===== config.mk =====
export PLATFORM = sky130hd
export DESIGN_NAME = seq_detect_param
export DESIGN_NICKNAME = d
export VERILOG_FILES = /design/src/rtl/seq_detect_param.sv
export SDC_FILE = /design/constraint.sdc
export NUM_CORES = 1
export LEC_CHECK = 0
export CAP_MARGIN = 20
export CORE_MARGIN = 4
export CORE_UTILIZATION = 40
export CTS_BUF_LIST = sky130_fd_sc_hd__clkbuf_8
export CTS_CLUSTER_DIAMETER = 60
export DETAILED_ROUTE_END_ITERATION = 6
export GPL_TIMING_DRIVEN = 0
export PLACE_DENSITY = 0.77
export REMOVE_ABC_BUFFERS = 1
export SETUP_SLACK_MARGIN = 0.15
export SYNTH_ARGS = -nofsm -noshare
export SYNTH_HDL_FRONTEND = slang
export SYNTH_SLANG_ARGS = --single-unit

===== constraint.sdc =====
create_clock -name clk -period 1.4 [get_ports clk]
set_clock_uncertainty 0.1 [all_clocks]
set_input_delay 0.14 -clock clk [delete_from_list [all_inputs] [get_ports clk]]
set_output_delay 0.14 -clock clk [all_outputs]
set_load 0.01 [all_outputs]

===== src/rtl/seq_detect_param.sv =====
// -----------------------------------------------------------------------------
// seq_detect_param
// Serial pattern detector with a loadable N-bit pattern, optional overlapping
// matches, a zero-latency Mealy match flag (y), its registered copy (y_reg)
// and a saturating match counter.
//
// Build option:
//   SEQ_DETECT_COUNT_EN  defined   -> match_cnt counts matches, cnt_clr clears it
//                        undefined -> match_cnt tied to 0, cnt_clr ignored,
//                                     no counter flops
// -----------------------------------------------------------------------------
module seq_detect_param #(
   parameter int               N           = 4,
   parameter int               CNT_W       = 8,
   parameter logic [N-1:0]     DEFAULT_PAT = N'(4'b0101)
) (
   input  logic               clk,
   input  logic               reset_n,
   input  logic               din,
   input  logic               din_valid,
   input  logic               overlap_en,
   input  logic               pat_load,
   input  logic [N-1:0]       pat_in,
   input  logic               cnt_clr,
   output logic               y,
   output logic               y_reg,
   output logic [CNT_W-1:0]   match_cnt
);

   // Fill counter must reach N-1; N >= 2 keeps the width at least one bit.
   localparam int               FILL_W   = $clog2(N);
   localparam logic [FILL_W-1:0] FILL_MAX = FILL_W'(N - 1);

   logic [N-1:0]       pat_q;
   logic [N-1:0]       pat_d;
   logic [N-2:0]       hist_q;
   logic [N-2:0]       hist_d;
   logic [FILL_W-1:0]  fill_q;
   logic [FILL_W-1:0]  fill_d;
   logic               y_reg_q;
   logic [N-1:0]       window_s;
   logic               y_s;

   // Candidate window: stored history with the current bit appended as newest.
   assign window_s = {hist_q, din};

   // Mealy match flag: only a valid, non-load cycle with a full history can match.
   always_comb begin
      y_s = 1'b0;
      if (din_valid && !pat_load && (fill_q == FILL_MAX) && (window_s == pat_q)) begin
         y_s = 1'b1;
      end else begin
         y_s = 1'b0;
      end
   end

   // Next-state selection: pattern load wins over data, idle cycles hold state.
   always_comb begin
      pat_d  = pat_q;
      hist_d = hist_q;
      fill_d = fill_q;
      if (pat_load) begin
         pat_d  = pat_in;
         fill_d = '0;
      end else if (din_valid) begin
         hist_d = window_s[N-2:0];
         if (y_s && !overlap_en) begin
            // Non-overlapping: the bits of this match may not be reused.
            fill_d = '0;
         end else if (fill_q != FILL_MAX) begin
            fill_d = fill_q + 1'b1;
         end else begin
            fill_d = fill_q;
         end
      end else begin
         pat_d  = pat_q;
         hist_d = hist_q;
         fill_d = fill_q;
      end
   end

   // Detector state and delayed match flag, synchronous active-low reset.
   always_ff @(posedge clk) begin
      if (!reset_n) begin
         pat_q   <= DEFAULT_PAT;
         hist_q  <= '0;
         fill_q  <= '0;
         y_reg_q <= 1'b0;
      end else begin
         pat_q   <= pat_d;
         hist_q  <= hist_d;
         fill_q  <= fill_d;
         y_reg_q <= y_s;
      end
   end

   assign y     = y_s;
   assign y_reg = y_reg_q;

`ifdef SEQ_DETECT_COUNT_EN
   logic [CNT_W-1:0] cnt_q;
   logic [CNT_W-1:0] cnt_d;

   // Counter next value: clear beats a same-cycle match, otherwise saturate.
   always_comb begin
      cnt_d = cnt_q;
      if (cnt_clr) begin
         cnt_d = '0;
      end else if (y_s && (cnt_q != {CNT_W{1'b1}})) begin
         cnt_d = cnt_q + 1'b1;
      end else begin
         cnt_d = cnt_q;
      end
   end

   // Match counter register.
   always_ff @(posedge clk) begin
      if (!reset_n) begin
         cnt_q <= '0;
      end else begin
         cnt_q <= cnt_d;
      end
   end

   assign match_cnt = cnt_q;
`else
   // Counter compiled out: port kept, clear input intentionally unused.
   logic unused_cnt_clr_s;
   assign unused_cnt_clr_s = cnt_clr;
   assign match_cnt        = '0;
`endif

endmodule


==> impl.org <==
** STA
- Minimum clock period :: 1.34 ns
- Tightest hold margin :: 0.279 ns
- Total count of hold-check failures in the final report :: 0
- Achievable clock frequency :: 745 MHz
- Setup violations remaining at the end of the flow were counted as 0.
- The max-slew violation count was 0.
- Post-Route Setup TNS :: 0 ns
- Unrepaired setup endpoints after global routing :: yes
- The final critical path takes up around 96% of the cycle.

** Pwr
- The share of total power dissipated in the clock network is 41.1%.
- Switching portion of total power :: 22.1%
- The share of total power dissipated in sequential elements is 44.0%.
- Cell internal power was estimated by the tool at 546 uW.
- Power per cell area :: 951 nW/um^2
- Pwr Total :: approximately 700 uW
- In this run the power spent charging and discharging nets is around 150 uW.
- In this run the static leakage power is 0.327 nW.
- The worst-case IR drop observed on VDD is 0.910 mV.
- Combinational power share :: 14.9%

** Cells and area
- Max FFs per register :: 4
- Fill cells in the final layout number around 130.
- Final instance area :: 737 sq um
- Counting flops per register, the top entry is pat_q.
- The largest registers in the layout are pat_q: 4 flops, hist_q: 3 flops, fill_q: 2 flops.
- Relative to the synthesized area, the layout overhead comes to 34.8%.
- In the final layout, the share of cells above drive strength 1 is 30.6%.
- The final layout contains 86 nets.
- N_diodes :: 0

** Routing
- WL final :: approximately 900 microns
- Via density per instance :: 4.54
- Once detail routing completed, the nets flagged for antenna violations numbered 0.
- DRC violations left :: 0
- Routed wire length per instance :: 10.6 microns
- For this block, the via count after detailed routing is about 400.
- Initial DRC count :: 0
- For this run, the detailed router's first-pass iteration total came to 1.

** Outcome
- The flow ran to the end, and the final reports show no timing, DRC or antenna violations.

** Synthesis
- Synthesized area divided by synthesized cell count :: just under 10 sq um
- Number of warning messages in the yosys log :: 0
- In the synthesized netlist the async set-or-reset flop fraction comes to 0%.
- The cell area that synthesis handed to floorplanning was 547 sq um.
- The commonest cells after synthesis are sky130_fd_sc_hd__dfxtp_1 (10), sky130_fd_sc_hd__buf_4 (8), sky130_fd_sc_hd__mux2i_1 (8).
- Gate Count Post-Synth :: 56
- In the post-synthesis netlist, the cell with the most instances is sky130_fd_sc_hd__dfxtp_1.
- Post-synth top area cell :: sky130_fd_sc_hd__dfxtp_1
- Sequential area share after synthesis :: between 30% and 40%
- Area share of the largest cell type after synthesis :: 36.6%
- Distinct cell type count after synthesis :: 19
- In the post-synthesis netlist, the biggest area contributors are sky130_fd_sc_hd__dfxtp_1 (37%), sky130_fd_sc_hd__mux2i_1 (15%), sky130_fd_sc_hd__buf_4 (11%).
- #FFs+latches synth :: 10
- The most used flip-flop cell after synthesis is sky130_fd_sc_hd__dfxtp_1.
- In this run, synthesis inferred 0 flip-flops with an integrated enable.

** Floorplanning
- Number of rows created at floorplan :: 13
- From bottom edge to top edge, the die measures 45.0 microns.
- The die is ~45 microns wide.
- The core region is 1300 sq um.
- Initial core utilization :: 42.0%
- Top-level I/O count :: 21
- Die area :: 2020 sq um

** CTS
- CTS Hold Buffers Added :: 0
- Clock latency on the worst-skew pair, taken at its later pin, is 0.23 ns.
- Number of buffers created by CTS :: 3
- CTS saw 10 sinks.
- TritonCTS built the clock tree.
- Clock root buffer :: sky130_fd_sc_hd__clkbuf_8
- Worst-path clk slew :: roughly 0.040 ns
- In this run the number of H-tree levels came out at 1.
- Max Root-Sink Buffers :: 2

** Setup path
- Type of element launching the critical path :: flip-flop
- Data required, critical path :: 1.42 ns
- Signal arrival time at the worst endpoint :: about 1.4 ns
- Minimum setup slack among reg-to-reg paths :: approximately 0.057 ns
- Critical path start-end classification :: reg -> reg
- CP Max Fanout :: 2
- STA classifies the critical path endpoint as a flip-flop.

** Flow run
- The tool flagged a number of max-cap violations equal to 0.

** Placed design
- Count of input and output buffers :: 11
- Routability-driven placement finished with a final weighted congestion of 0.679.
- Once placement finished, the instance area stood at approximately 630 sq um.

** Global routing
- Wire length of the first global-routing pass :: 1590 microns
- Entering global routing, the biggest net connects 10 pins.
- The via count of the first global-routing pass was 361.
- Initial antenna violation count :: 0
- Total track usage :: 12.1%
- The total overflow left after global routing is 0.

** Hold path
- The tightest min-delay check is of the in -> reg type.
-- critical path: stages, from the launching register on --
cell                      delay (ns)
sky130_fd_sc_hd__dfxtp_2        0.33
sky130_fd_sc_hd__xnor2_2        0.17
sky130_fd_sc_hd__buf_4          0.13
sky130_fd_sc_hd__nand4_1        0.11
sky130_fd_sc_hd__o211a_1        0.22
sky130_fd_sc_hd__o21a_1         0.18
-- final timing paths --
path,from,endpoint,cells past startpoint
worst max-delay path,hist_q[0],fill_q[0],5
worst min-delay path,din,hist_q[0],3
worst max register to register,hist_q[0],fill_q[0],5
worst min register to register,fill_q[1],fill_q[1],2
-- cell type report --
type	count	area, sq um	area share, %
Timing Repair Buffer	15	130	17.7
Tap cell	15	18.8	2.55
Multi-Input combinational cell	44	339	46.0
Clock buffer	3	41.3	5.60
Sequential cell	10	208	28.2
-- routing by layer --
metal,share of wire [%],wire length (microns),global-route usage [%],vias up
met5,0,0,0,-
met4,4.4,40,10.5,0
met3,9.2,85,5.98,5
met2,51,466,18.6,14
met1,35,326,11.8,175
li1,-,-,-,201
-- what timing repair did --
item,CTS,global route
resized for setup,20,0
endpoints found under the setup margin,5,3
pin swaps,6,1
setup buffers,4,0
-- metrics by stage --
step	utilization (%)	instances	setup WS, ns
after global routing	56.6	87	-0.0302
final	56.6	87	0.0571
after global placement	48.5	80	-0.645
after CTS	56.6	87	0.0543
after floorplan	-	54	0.213
after detailed placement	48.5	80	-0.642
-- power groups by stage --
stage / Clock (mW) / Sequential, mW / Combinational, mW
floorplan: 0 / 0.308 / 0.0511
global placement: 0 / 0.309 / 0.0870
detailed placement: 0 / 0.310 / 0.0885
CTS: 0.293 / 0.308 / 0.104
global route: 0.321 / 0.309 / 0.115
finish: 0.288 / 0.308 / 0.104
-- cells by family after synthesis --
group	after synthesis	synth area share [%]
fa+ha+maj	1	2.29
other cells	1	0.686
compound gates	3	4.12
xor+xnor	3	4.81
buf+inv	9	13.0
mux	8	14.6
simple gates	21	23.8
flops	10	36.6
-- placed cells by master (no fill, tap or decap) --
cell / instances
sky130_fd_sc_hd__and2_1: 1
sky130_fd_sc_hd__and2b_2: 1
sky130_fd_sc_hd__buf_2: 1
sky130_fd_sc_hd__buf_4: 4
sky130_fd_sc_hd__clkbuf_8: 3
sky130_fd_sc_hd__clkdlybuf4s50_1: 6
sky130_fd_sc_hd__conb_1: 8
sky130_fd_sc_hd__dfxtp_1: 4
sky130_fd_sc_hd__dfxtp_2: 6
sky130_fd_sc_hd__dlygate4sd2_1: 4
sky130_fd_sc_hd__ha_4: 1
sky130_fd_sc_hd__mux2i_1: 8
sky130_fd_sc_hd__nand2_1: 4
sky130_fd_sc_hd__nand2b_1: 3
sky130_fd_sc_hd__nand3_2: 1
sky130_fd_sc_hd__nand4_1: 2
sky130_fd_sc_hd__nor2_1: 1
sky130_fd_sc_hd__nor2_2: 1
sky130_fd_sc_hd__nor2b_1: 6
sky130_fd_sc_hd__nor2b_4: 1
sky130_fd_sc_hd__o211a_1: 1
sky130_fd_sc_hd__o21a_1: 1
sky130_fd_sc_hd__o21ai_0: 1
sky130_fd_sc_hd__xnor2_2: 3
Power figures use the tool's default switching activity.
==> patch 1, RTL diff (same settings) <==
Set the parameter `N` to 2 (it was 4).
--- a/src/rtl/seq_detect_param.sv
+++ b/src/rtl/seq_detect_param.sv
@@ -11,5 +11,5 @@
 // -----------------------------------------------------------------------------
 module seq_detect_param #(
-   parameter int               N           = 4,
+   parameter int               N           = 2,
    parameter int               CNT_W       = 8,
    parameter logic [N-1:0]     DEFAULT_PAT = N'(4'b0101)
Interface: changed (resized pat_in); port bits go from 21 to 19. No check against the original RTL was run, so the function may have changed too.
==> patch 1 against the unedited design <==
The run now fails in 2_4_floorplan_pdn. Synthesized cell count fell by 50%. Synthesized area fell by 51%.
==> patch 1: results (changes against the unedited design) <==
Compound-Gate Fraction of Synth Area=0.0421 (+0.000866); sequential share of the synthesized area=0.374 (+0.00770); number of synthesis warnings=0 (unchanged); Yosys cell types=10 (-9); post-synthesis register bit count=5 (-5); XOR/XNOR Fraction of Synth Area=0.0654 (+0.0174); list of most frequent post-synthesis cells=buf_4 (8), dfxtp_1 (5), nor2b_1 (5); Synth Flop Type=dfxtp_1; status=stopped before the end; Synth Instances=28 (-50%); post-synthesis mux area share=0.112 (-0.0343); Failed at=2_4_floorplan_pdn; FFs w/ async S/R, synth=0 (unchanged); Post-Synth Adder-Cell Area=0 (-0.0229); Synth area leaders=dfxtp_1 (37%), buf_4 (22%), nor2b_1 (12%); error message=[ERROR PDN-0185] Insufficient width (25.30 um) to add straps on layer met4 in grid "grid" with total strap width 15.2 um and offset 13.6 um.
-- patch 1: cell types whose count changed after synthesis, moves of 3 or more --
cell | before | now
dfxtp_1 | 10 | 5
mux2i_1 | 8 | 3
nand2_1 | 4 | 1
nand2b_1 | 3 | 0
-- patch 1: cell families after synthesis --
family          count (synthesis)
simple gates                    8
flops                           5
xor+xnor                        2
mux                             3
buf+inv                         8
compound gates                  1
other cells                     1
==> patch 2, RTL diff (same settings) <==
Made on the original files. Register the input `overlap_en` before use. The logic sees it one clock later. The other inputs are not delayed to match.
--- a/src/rtl/seq_detect_param.sv
+++ b/src/rtl/seq_detect_param.sv
@@ -31,4 +31,10 @@
    localparam int               FILL_W   = $clog2(N);
    localparam logic [FILL_W-1:0] FILL_MAX = FILL_W'(N - 1);
+
+   logic overlap_en_q;
+
+   always_ff @(posedge clk) begin
+      overlap_en_q <= overlap_en;
+   end
 
    logic [N-1:0]       pat_q;
@@ -65,5 +71,5 @@
       end else if (din_valid) begin
          hist_d = window_s[N-2:0];
-         if (y_s && !overlap_en) begin
+         if (y_s && !overlap_en_q) begin
             // Non-overlapping: the bits of this match may not be reused.
             fill_d = '0;
Function: changed (Yosys sat finds a counterexample within 10 cycles, from zero or initial values and one cycle with reset_n low).
==> patch 2 against the unedited design <==
The flow now finishes with violations (setup timing). First-iteration DRC count up 2. Count of clock-buffer cells in the layout did not move. Cell area rose by 10%. Sequential cell count increased by 1. Total power increased by 7.9%. Worst setup slack got worse by 0.060 ns. Via count grew 10%. Global-route usage down 0.085 points. Synthesized area grew 3.7%. Routed wire length increased by 16%.
==> patch 2: results (changes against the unedited design) <==
Hold Startpoint=overlap_en; Synth area leaders=dfxtp_1 (39%), mux2i_1 (14%), buf_4 (11%); Final Util=0.617 (+0.0509); Worst Hold End=overlap_en_q; Met1 Wirelength=427 µm (+31%); M3 GR Usage=0.0395 (-0.0202); final worst slack=-0.00304 ns (-0.0601 ns); XOR/XNOR Fraction of Synth Area=0.0464 (-0.00170); final setup fails=1 (+1); share of cells above drive strength 1=0.354 (+0.0489); crit path max fanout=3 (+1); first drt pass iteration count=2 (+1); final WL=1070 µm (+16%); setup TNS=-0.00304 ns (-0.00304 ns); P_leak=0.369 nW (+13%); failing checks=setup timing; WL met2=539 µm (+16%); Detail Route met3 WL=83 µm (-2.4%); dpl cell area=651 µm² (+3.2%); Vias=436 (+10%); reg-to-reg slack, setup=0.01 ns (-0.05 ns); post-CTS setup buffers=9 (+5); status=complete, but fails checks; post-synthesis mux area share=0.141 (-0.00517); sequential share of the synthesized area=0.389 (+0.0224); Post-Synth Adder-Cell Area=0.0221 (-0.000808); post-CTS sizing=24 (+20%); Critical Path Slowest Stage Cell=clkdlybuf4s50_1; Reg-to-Reg Start=pat_q[1]; GR Util met1=0.115 (-0.00281); Worst path max stage delay=0.50 ns (+0.17 ns); total track usage=0.120 (-0.000850); first-pass GRT wire length=1700 µm (+7.4%); setup slack after placement=-0.660 ns (-0.0185 ns); Iteration-0 DRC Markers=2 (+2); reg2reg path depth=6 (+1); Placer Congestion=0.726 (+6.9%); CTS clk-pin slew, worst paths=0.05 ns; worst path arrival time=1.16 ns (-0.21 ns); Compound-Gate Fraction of Synth Area=0.0397 (-0.00145); Root Buffer=clkbuf_8; Top delay family on crit path=buffers and inverters
==> patch 2: cell types whose count changed after synthesis, sizes merged <==
cell	before	now
dfxtp	10	11
==> patch 2: power breakdown <==
| part | internal (W) | switching, W |
|---|---|---|
| registers | 0.000328 | 0.0000108 |
| clock network | 0.000192 | 0.000113 |
| logic | 0.0000665 | 0.0000460 |
| total | 0.000586 | 0.000170 |
==> patch 2: how the worst max path moves through the flow <==
stage / start / endpoint / slack [ns] / depth (start not counted)
after floorplan: hist_q[1] / fill_q[0] / 0.21 / 4
final: din_valid / y / -0.003 / 5
after detailed placement: pat_load / y / -0.66 / 5
after global routing: pat_q[1] / fill_q[0] / -0.07 / 6
after CTS: hist_q[0] / y / 0.005 / 4
after global placement: pat_load / y / -0.68 / 5
==> patch 2: area by class of cell <==
class	instances	area, µm²	area share
well taps	15	18.8	0.0231
repair buffers	20	180	0.222
flip-flops and latches	11	228	0.280
clock buffers	3	41.3	0.0508
clock inverters	1	3.75	0.00462
multi-input cells	44	342	0.420
